[src/rtl/onehot_rr_arbiter.sv]
// Round-robin arbiter for 16 requesters sharing a one-hot select bus.
// Grants are held until release or HOLD_MAX expiry, with one idle turnaround cycle between grants.
module onehot_rr_arbiter #(
  parameter int HOLD_MAX = 8
) (
  input  logic        clk,
  input  logic        rst,
  input  logic [15:0] req,
  output logic        grant_valid,
  output logic [3:0]  grant_code,
  output logic [15:0] grant_onehot,
  output logic        expired,
  output logic [7:0]  grant_count
);

  typedef enum logic [0:0] {IDLE = 1'b0, GRANT = 1'b1} state_t;

  localparam logic [7:0] HOLD_LIM = 8'(HOLD_MAX);

  state_t      state, state_next;
  logic [3:0]  ptr, ptr_next;
  logic [3:0]  gidx, gidx_next;
  logic [7:0]  hold, hold_next;
  logic [3:0]  pick;
  logic        pick_found;
  logic        valid_next;
  logic        expired_next;
  logic [3:0]  code_next;
  logic [15:0] onehot_next;
  logic [7:0]  count_next;

  // Rotating-priority search; scanning offsets downward leaves the nearest one to ptr.
  always_comb begin
    pick       = 4'd0;
    pick_found = |req;
    for (int i = 15; i >= 0; i--) begin
      pick = req[ptr + 4'(i)] ? (ptr + 4'(i)) : pick;
    end
  end

  // Next-state and next-output logic.
  always_comb begin
    state_next   = state;
    ptr_next     = ptr;
    gidx_next    = gidx;
    hold_next    = hold;
    valid_next   = grant_valid;
    code_next    = grant_code;
    onehot_next  = grant_onehot;
    expired_next = 1'b0;
    count_next   = grant_count;
    case (state)
      IDLE: begin
        if (pick_found) begin
          state_next  = GRANT;
          gidx_next   = pick;
          hold_next   = 8'd1;
          valid_next  = 1'b1;
          code_next   = 4'd7 - pick;
          onehot_next = 16'd1 << pick;
          count_next  = grant_count + 8'd1;
        end else begin
          valid_next  = 1'b0;
          onehot_next = 16'h0000;
        end
      end
      GRANT: begin
        if (!req[gidx]) begin
          state_next  = IDLE;
          valid_next  = 1'b0;
          onehot_next = 16'h0000;
          ptr_next    = gidx + 4'd1;
        end else if ((HOLD_LIM != 8'd0) && (hold == HOLD_LIM)) begin
          state_next   = IDLE;
          valid_next   = 1'b0;
          onehot_next  = 16'h0000;
          ptr_next     = gidx + 4'd1;
          expired_next = 1'b1;
        end else begin
          hold_next = (hold == 8'hFF) ? hold : (hold + 8'd1);
        end
      end
      default: begin
        state_next  = IDLE;
        valid_next  = 1'b0;
        onehot_next = 16'h0000;
      end
    endcase
  end

  // State and registered outputs.
  always_ff @(posedge clk or posedge rst) begin
    if (rst) begin
      state        <= IDLE;
      ptr          <= 4'd0;
      gidx         <= 4'd0;
      hold         <= 8'd0;
      grant_valid  <= 1'b0;
      grant_code   <= 4'b0000;
      grant_onehot <= 16'h0000;
      expired      <= 1'b0;
      grant_count  <= 8'd0;
    end else begin
      state        <= state_next;
      ptr          <= ptr_next;
      gidx         <= gidx_next;
      hold         <= hold_next;
      grant_valid  <= valid_next;
      grant_code   <= code_next;
      grant_onehot <= onehot_next;
      expired      <= expired_next;
      grant_count  <= count_next;
    end
  end

endmodule

[config.mk]
export PLATFORM = sky130hd
export DESIGN_NAME = onehot_rr_arbiter
export DESIGN_NICKNAME = d
export VERILOG_FILES = /design/src/rtl/onehot_rr_arbiter.sv
export SDC_FILE = /design/constraint.sdc
export NUM_CORES = 1
export LEC_CHECK = 0
export BUFFER_PORTS_ARGS = -buffer_cell sky130_fd_sc_hd__buf_2
export CORE_UTILIZATION = 54
export CTS_CLUSTER_SIZE = 20
export DETAILED_ROUTE_END_ITERATION = 12
export PLACE_DENSITY = 0.86
export SKIP_LAST_GASP = 1
export SLEW_MARGIN = 10
export SYNTH_ARGS = -nofsm -noshare
export SYNTH_HDL_FRONTEND = slang
export SYNTH_SLANG_ARGS = --single-unit
[constraint.sdc]
create_clock -name clk -period 4.7 [get_ports clk]
set_clock_uncertainty 0.2 [all_clocks]
set_input_delay 0.235 -clock clk [delete_from_list [all_inputs] [get_ports clk]]
set_output_delay 0.235 -clock clk [all_outputs]
set_load 0.05 [all_outputs]
Word-level counts from Yosys, hierarchy flattened
Cells that the tools add are included.
Storage, ports and cells
  flip-flop bits (word level): 47
  input bits: 18
  output and inout bits: 30
  word-level logic and storage cells: 130
Cells by class
  add/subtract/negate cells: 19
  magnitude comparators: 17
  equal/unequal tests: 8
  shift-type cells: 1
  multiplexer cells: 71
  bitwise logic cells: 1
  reductions and logical operators: 4
Operator list (count)
  $lt A4 B5 Y1 const B: 17
  $mux W4: 18
  $bmux W1 S4: 17
  $mux W16: 3
  $add A4 B4 Y4 const B: 8
  $mux W8: 4
  $pmux W16 S2: 1
  $mux W1: 25
  $add A4 B3 Y4 const B: 4
  $add A8 B1 Y8 const B: 2
  $pmux W8 S2: 1
  $reduce_or A16 Y1: 1
  $shl A1 B4 Y16 const A: 1
  $add A4 B1 Y4 const B: 2
  $add A4 B2 Y4 const B: 2
  $eq A8 B4 Y1 const B: 1
  $eq A8 B8 Y1 const B: 1
  $ne A2 B2 Y1 const B: 3
  $ne A2 B1 Y1 const B: 2
  $pmux W1 S2: 2
  $reduce_and A2 Y1: 2
  $reduce_and A4 Y1: 1
  $sub A3 B4 Y4 const A: 1
  $ne A3 B2 Y1 const B: 1
  $not A1 Y1: 1

Depth between registers and ports, before layout
Gate-level depths: netlist (run 1).
  word-level depth: 22
  depth in mapped cells: 18
  mapped depth without buffers: 11

Worst setup path after synthesis (run 1)
OpenSTA, ideal clock, no wires.
  path kind: register to register
  start point: register ptr[1]
  end point: register grant_onehot[0]
  library setup time: 0.122 ns
  arrival time: 3.902 ns
  required time: 4.378 ns
  path slack: 0.477 ns
  cell stages (with the launch flop): 17
  buffers on the path: 5
  clock period less this slack: 4.223 ns
  path through: dfrtp_1 buf_2 buf_6 buf_2 inv_1 ha_1 buf_2 mux4_2 mux2i_1 mux2i_1 nor2_1 nor2_1 a311o_1 a31o_2 a32o_1 clkbuf_1 a32o_1
Between the ends
  longest elaborated chain between the ends: 22
  elaborated cells between the ends (all ways): 66
  those cells by class: 15 x add/sub; 1 x shift; 50 x mux
RTL lines
  from (decl): line 21  | logic [3:0] ptr, ptr_next;
  from (signal assigned): line 105  | ptr <= ptr_next;
  $add A4 B4 Y4: line 37  | pick = req[ptr + 4'(i)] ? (ptr + 4'(i)) : pick;
  $bmux W1 S4: line 37
  $mux W1 (implied by the code): line 37
  $mux W4 (15 in series): line 37
  $mux W4 *: line 37
  $shl A1 B4 Y16 *: line 60  | onehot_next = 16'd1 << pick;
  $mux W16 *: line 54  | if (pick_found) begin
  $pmux W16 S2 *: line 52  | case (state)
  to (signal assigned): line 110  | grant_onehot <= onehot_next;
  to (decl): line 11  | output logic [15:0] grant_onehot,
Mark *: on every way between the ends. The rest lies on a longest branch, timed or not. The select of a mux whose other input is x is not followed.
A chain may end at the register's enable or synchronous reset.

Worst setup path in the final report (run 1)
  start point: register ptr[0]
  end point: register grant_onehot[7]
Same word-level chain as after synthesis.

==> run_results.csv, run 1 <==
group,metric,value,unit
critical_path,critPathLaunchType,"register",
yosys,netlist_top_cells_count,"dfrtp_1, nand2_1, nor2_1",
yosys,syn_area_per_cell,9.38,um2
cells_and_area,nNetsFinal,564,
clock_network,clkTransAtPathRegs,90,ps
yosys,ys_types,71,
critical_path,startpoint,"ptr[0]",
clock_network,clkLatencyLatePin,290,ps
floorplan,die_width,95.2,um
clock_network,cts.sinks,46,
detailed_routing,num_vias,4499,
detailed_routing,viasPerCell,7.03,
clock_network,post_cts.repair.setup_buffers,0,
clock_network,htree_levels,2,
floorplan,num_io_pins,48,
cells_and_area,drive_gt1_share,23.9,%
detailed_routing,routed_wl,13200,um
timing,slew_headroom,30.9,%
detailed_routing,drtAntennaViolNets,0,
critical_path,crit_path_end_kind,"register",
timing,drv_slew,0,
hold_path,hold_class,"reg -> reg",
floorplan,start_util,56.5,%
critical_path,worstSetupPathType,"reg -> reg",
critical_path,rr_startpoint,"ptr[0]",
yosys,synth_area_leaders,"dfrtp_1, mux4_2, mux2i_1, mux2_2, nand2_1",
floorplan,dieHeight,95.2,um
yosys,yosysMostFrequentCell,"dfrtp_1",
cells_and_area,num_antenna_cells,0,
timing,period_share,90.7,%
critical_path,worst_r2r_endpoint,"grant_onehot[7]",
yosys,ys_ff_latch,46,
yosys,synth.largest_area_cell,"dfrtp_1",
placed_design,port-buffer-count,47,
hold_path,worstHoldEndpoint,"grant_valid",
global_route,grt_max_degree,47,
cells_and_area,fin_util,61.0,%
yosys,synthCells,500,
placed_design,gp_congestion,1.00,
yosys,yosys.area.top_type_share,24.5,%
timing,setup_tns,0,ps
timing,period_needed,4260,ps
timing,max_freq,235,MHz
hold_path,worstHoldStart,"grant_valid",
yosys,yosysWarnings,0,
cells_and_area,area_growth_syn_to_layout,7.97,%
clock_network,cts_tree,"done",
detailed_routing,wl_per_cell,20.6,um
floorplan,die_area,0.00907,mm2
placed_design,detailed_place_hpwl,10100,um
critical_path,worst-endpoint-required,4680,ps
detailed_routing,dr.pass1.iters,5,
yosys,synth-edff-count,0,
flow_run,drv_cap,0,
cells_and_area,fillers,688,
clock_network,root_buffer,"clkbuf_8",
timing,rsz0062_at_grt,"no",
hold_path,hold_depth,1,
yosys,ys.flop_type,"dfrtp_1",
detailed_routing,drc,0,
detailed_routing,drt_iter0_drc,570,
timing,finalSetupViolCount,0,
global_route,grt_pass1_wl,21400,um
status,status,"complete, no violations",
global_route,gr-total-overflow,0,
clock_network,cts.path.max_buffers,2,
critical_path,cp_max_fo,41,
global_route,track_usage,30.4,%
yosys,syn_area,0.00469,mm2
critical_path,reg2reg_slack,440,ps
critical_path,worstPathArrival,4250,ps
clock_network,cts_buffers,5,
global_route,antenna_found_initial,0,
floorplan,rows,33,
yosys,syn_nets,529,
critical_path,reg2reg_depth,11,
floorplan,coreArea,0.00830,mm2
global_route,grt_pass1_vias,4084,
yosys,async_flop_share,100,%
timing,tightest_slew,1040,ps
yosys,synth_seq_area_share,24.5,%
timing,hold_violations,0,
[how the worst max path moves through the flow]
stage	end	slack [ps]	cells past startpoint
after floorplan	grant_onehot[0]	480	16
after global placement	gidx[0]	430	11
after detailed placement	grant_onehot[7]	330	11
after CTS	grant_onehot[7]	280	11
after global routing	grant_onehot[6]	80	12
final	grant_onehot[7]	440	11
[per-stage QoR]
stage | setup WS [ps] | instance area, um2 | instances | hold WS, ps
2_1_floorplan | 477 | 4690 | 500 | 297
3_3_place_gp | 432 | 4970 | 632 | 196
3_5_place_dp | 328 | 4970 | 632 | 219
4_1_cts | 281 | 5060 | 640 | 281
5_1_grt | 81.4 | 5070 | 640 | 314
6_report | 437 | 5070 | 640 | 282
[cells in the final DEF, fill, tap and decap left out, types with 3 or more instances in the layout]
master and count:
mux4_2 27, inv_1 10, a32o_1 6, buf_4 11, mux2_2 19, nand4_1 5
nor4b_1 3, nor4_1 5, nand3_1 30, clkbuf_8 5, clkinv_1 3, mux2i_1 32
a31oi_1 11, xor2_1 13, o21ai_0 13, nor3b_1 4, o2bb2ai_1 3, nor3_1 8
nand2b_1 7, xnor2_1 12, nand2_1 45, a21oi_1 21, o31ai_1 15, a211oi_1 3
a21o_1 6, a2bb2oi_1 3, dfrtp_1 46, o211ai_1 5, o21ai_1 3, buf_2 47
o2111ai_1 3, o22ai_1 8, ha_1 10, nor2b_1 3, o21a_1 4, nor2_1 38
[worst max-delay path: stages (launching register included)]
cell	delay (ps)
dfrtp_1	350
buf_4	450
ha_1	370
xnor2_1	230
a2111oi_0	450
a31oi_1	210
a31oi_1	320
nand3_1	100
o311ai_1	550
o21ai_0	260
or3_4	400
o31ai_1	250
[per-layer routing]
| metal | global-route usage (%) | up-vias | routed length, um |
|---|---|---|---|
| met3 | 3.59 | 26 | 1180 |
| met5 | 0 | - | 0 |
| met2 | 47.3 | 269 | 6220 |
| met4 | 5.93 | 0 | 243 |
| li1 | - | 1999 | - |
| met1 | 45.5 | 2205 | 5570 |
[timing repair]
| item | CTS | global route |
|---|---|---|
| hold buffers | 1 | 0 |
| resized for setup | 0 | 1 |
| endpoints found under the setup margin | 0 | 1 |
| endpoints found under the hold margin | 46 | 0 |
[logic make-up (layout without fill, tap and decap cells)]
logic type	after synthesis	in the layout	share of synthesized area (%)
adders and majority gates	11	11	2.93
buffers and inverters	44	79	4.75
muxes	81	81	25.4
AOI/OAI and AO/OA	130	130	20.1
DFF	46	46	24.5
xor gates and xnor gates	28	28	5.71
and+or+nand+nor	160	160	16.6
[final cells by class]
type                    instances  area [um2]  area share, %
well taps                     105         131           2.59
flip-flops and latches         46        1150           22.7
clock inverters                 2        10.0          0.198
repair buffers                 59         328           6.47
multi-input cells             410        3330           65.7
inverters                      13        48.8          0.963
clock buffers                   5        68.8           1.36
[state kept, by name (all words and copies together), names as in the netlist]
register	cells
gidx	3
grant_count	8
grant_onehot	16
grant_code	4
hold	8
state	1
expired	1
ptr	4
grant_valid	1
Power of run 1 is not shown: default switching activity piles up to over one toggle a cycle in this logic, so the estimate is an artifact.
==> run 2, diff against run 1 <==
--- a/config.mk
+++ b/config.mk
@@ -10,6 +10,7 @@
 export CTS_CLUSTER_SIZE = 20
 export DETAILED_ROUTE_END_ITERATION = 12
 export PLACE_DENSITY = 0.86
+export RECOVER_POWER = 50
 export SKIP_LAST_GASP = 1
 export SLEW_MARGIN = 10
 export SYNTH_ARGS = -nofsm -noshare
==> run 2 against run 1 <==
The flow now finishes with violations (capacitance limit, slew limit); via count shrank 0.38%; global-route usage is the same; sequential share of layout area grew 0.10 points; flip-flop and latch count is the same; setup slack lost 26 ps; core utilization shrank 0.27 points; routed wire length grew 0.21%; worst hold slack gained 1.8 ps; critical endpoint unchanged.
==> run_results.csv, run 2 (synthesis results as in run 1) <==
group,metric,value,unit
clock_network,htree_levels,2,
critical_path,worstSetupPathType,"reg -> reg",
hold_path,hold_depth,1,
global_route,grt_pass1_wl,21400,um
clock_network,clkTransAtPathRegs,90,ps
floorplan,dieHeight,95.2,um
timing,slew_headroom,-61.6,%
cells_and_area,final_cell_mix,"dfrtp_1, nand2_1, nor2_1",
detailed_routing,wl_met1,5690,um
timing,drv_slew,47,
critical_path,worst-endpoint-required,4680,ps
critical_path,crit_path_end_kind,"register",
timing,tightest_slew,2420,ps
cells_and_area,fillers,697,
placed_design,port-buffer-count,47,
hold_path,hold_class,"reg -> reg",
cells_and_area,final_common_cell,"dfrtp_1",
status,violations,"capacitance limit, slew limit",
global_route,gr-total-overflow,0,
timing,finalSetupViolCount,0,
cells_and_area,drive_gt1_share,20.9,%
floorplan,die_width,95.2,um
timing,max_freq,233,MHz
status,status,"finished, violations left",
detailed_routing,dr.pass1.iters,5,
clock_network,cts.sinks,46,
floorplan,coreArea,0.00830,mm2
detailed_routing,viasPerCell,7.00,
flow_run,drv_cap,1,
hold_path,worstHoldStart,"grant_count[7]",
floorplan,start_util,56.5,%
detailed_routing,wl_met3,1160,um
cells_and_area,num_antenna_cells,0,
clock_network,clkLatencyLatePin,290,ps
critical_path,crit_slowest_cell,"o311ai_1",
critical_path,critPathLaunchType,"register",
critical_path,path_buf_inv,1,
clock_network,post_cts.repair.setup_buffers,0,
detailed_routing,dr.max_layer_used,"met4",
clock_network,cts.path.max_buffers,2,
critical_path,path_cells,"buf_4, ha_1, xnor2_1, a2111oi_0, a31oi_1, a31oi_1, nand3_1, o311ai_1, o21ai_0, or3_4, o31ai_1",
floorplan,rows,33,
critical_path,critical_path.most_common_cell,"a31oi_1",
critical_path,slowest_delay,540,ps
floorplan,num_io_pins,48,
cells_and_area,largest_reg_flops,16,
critical_path,cp_max_fo,41,
detailed_routing,wl_per_cell,20.7,um
cells_and_area,nNetsFinal,564,
global_route,grt_max_degree,47,
detailed_routing,drc,0,
detailed_routing,wl_met2,6140,um
critical_path,worstPathArrival,4270,ps
clock_network,root_buffer,"clkbuf_8",
timing,hold_violations,0,
hold_path,worstHoldEndpoint,"grant_count[7]",
clock_network,cts_buffers,5,
critical_path,cp_top_family,"compound AO/OA/AOI/OAI gates",
detailed_routing,routed_wl,13200,um
critical_path,reg2reg_slack,410,ps
detailed_routing,drt_iter0_drc,580,
timing,period_needed,4290,ps
timing,period_share,91.2,%
cells_and_area,largestRegisters,"grant_onehot x16, grant_count x8, hold x8",
cells_and_area,regMostFlops,"grant_onehot",
placed_design,placed_area,0.00497,mm2
floorplan,die_area,0.00907,mm2
global_route,antenna_found_initial,0,
timing,setup_tns,0,ps
clock_network,cts_tree,"done",
critical_path,worst_r2r_endpoint,"grant_onehot[7]",
global_route,grt_pass1_vias,4084,
timing,hold_ws,283,ps
critical_path,rr_startpoint,"ptr[0]",
placed_design,detailed_place_hpwl,10100,um
critical_path,reg2reg_depth,11,
cells_and_area,area_growth_syn_to_layout,7.49,%
critical_path,cp_num_cells,11,
cells_and_area,design_area,0.00504,mm2
placed_design,gp_congestion,1.00,
timing,rsz0062_at_grt,"no",
global_route,track_usage,30.4,%
detailed_routing,num_vias,4482,
detailed_routing,drtAntennaViolNets,0,
==> run 2: how the worst max path moves through the flow <==
stage,start,end,slack (ps)
2_1_floorplan,ptr[1],grant_onehot[0],480
3_3_place_gp,ptr[0],gidx[0],430
3_5_place_dp,ptr[0],grant_onehot[7],330
4_1_cts,ptr[0],grant_onehot[7],280
5_1_grt,ptr[0],grant_onehot[6],80
6_report,ptr[0],grant_onehot[7],410
==> run 2: cell type report <==
class                      count  area [um2]  share of cell area (%)
inverter                      13        48.8                   0.968
tap                          105         131                    2.60
timing repair buffer          59         305                    6.05
multi-input combinational    410        3330                    66.0
clock buffer                   5        68.8                    1.36
clock inverter                 2        10.0                   0.198
sequential                    46        1150                    22.8
==> run 2: metal layers <==
| metal | GRT usage [%] | vias up |
|---|---|---|
| met5 | 0 | - |
| met4 | 5.93 | 0 |
| met3 | 3.59 | 21 |
| met2 | 47.3 | 259 |
| met1 | 45.5 | 2206 |
| li1 | - | 1996 |
==> run 2: what timing repair did <==
item	CTS	global route
endpoints found under the setup margin	0	1
hold endpoints to repair	46	0
hold buffers	1	0
resized for setup	0	1
==> run 2: metrics by stage <==
step	util, %	worst slack [ps]	instances
floorplan	-	477	500
global placement	59.9	432	632
detailed placement	59.9	328	632
CTS	61.0	281	640
global route	60.8	81.4	640
finish	60.8	412	640
Power of run 2 is left out for the same reason.
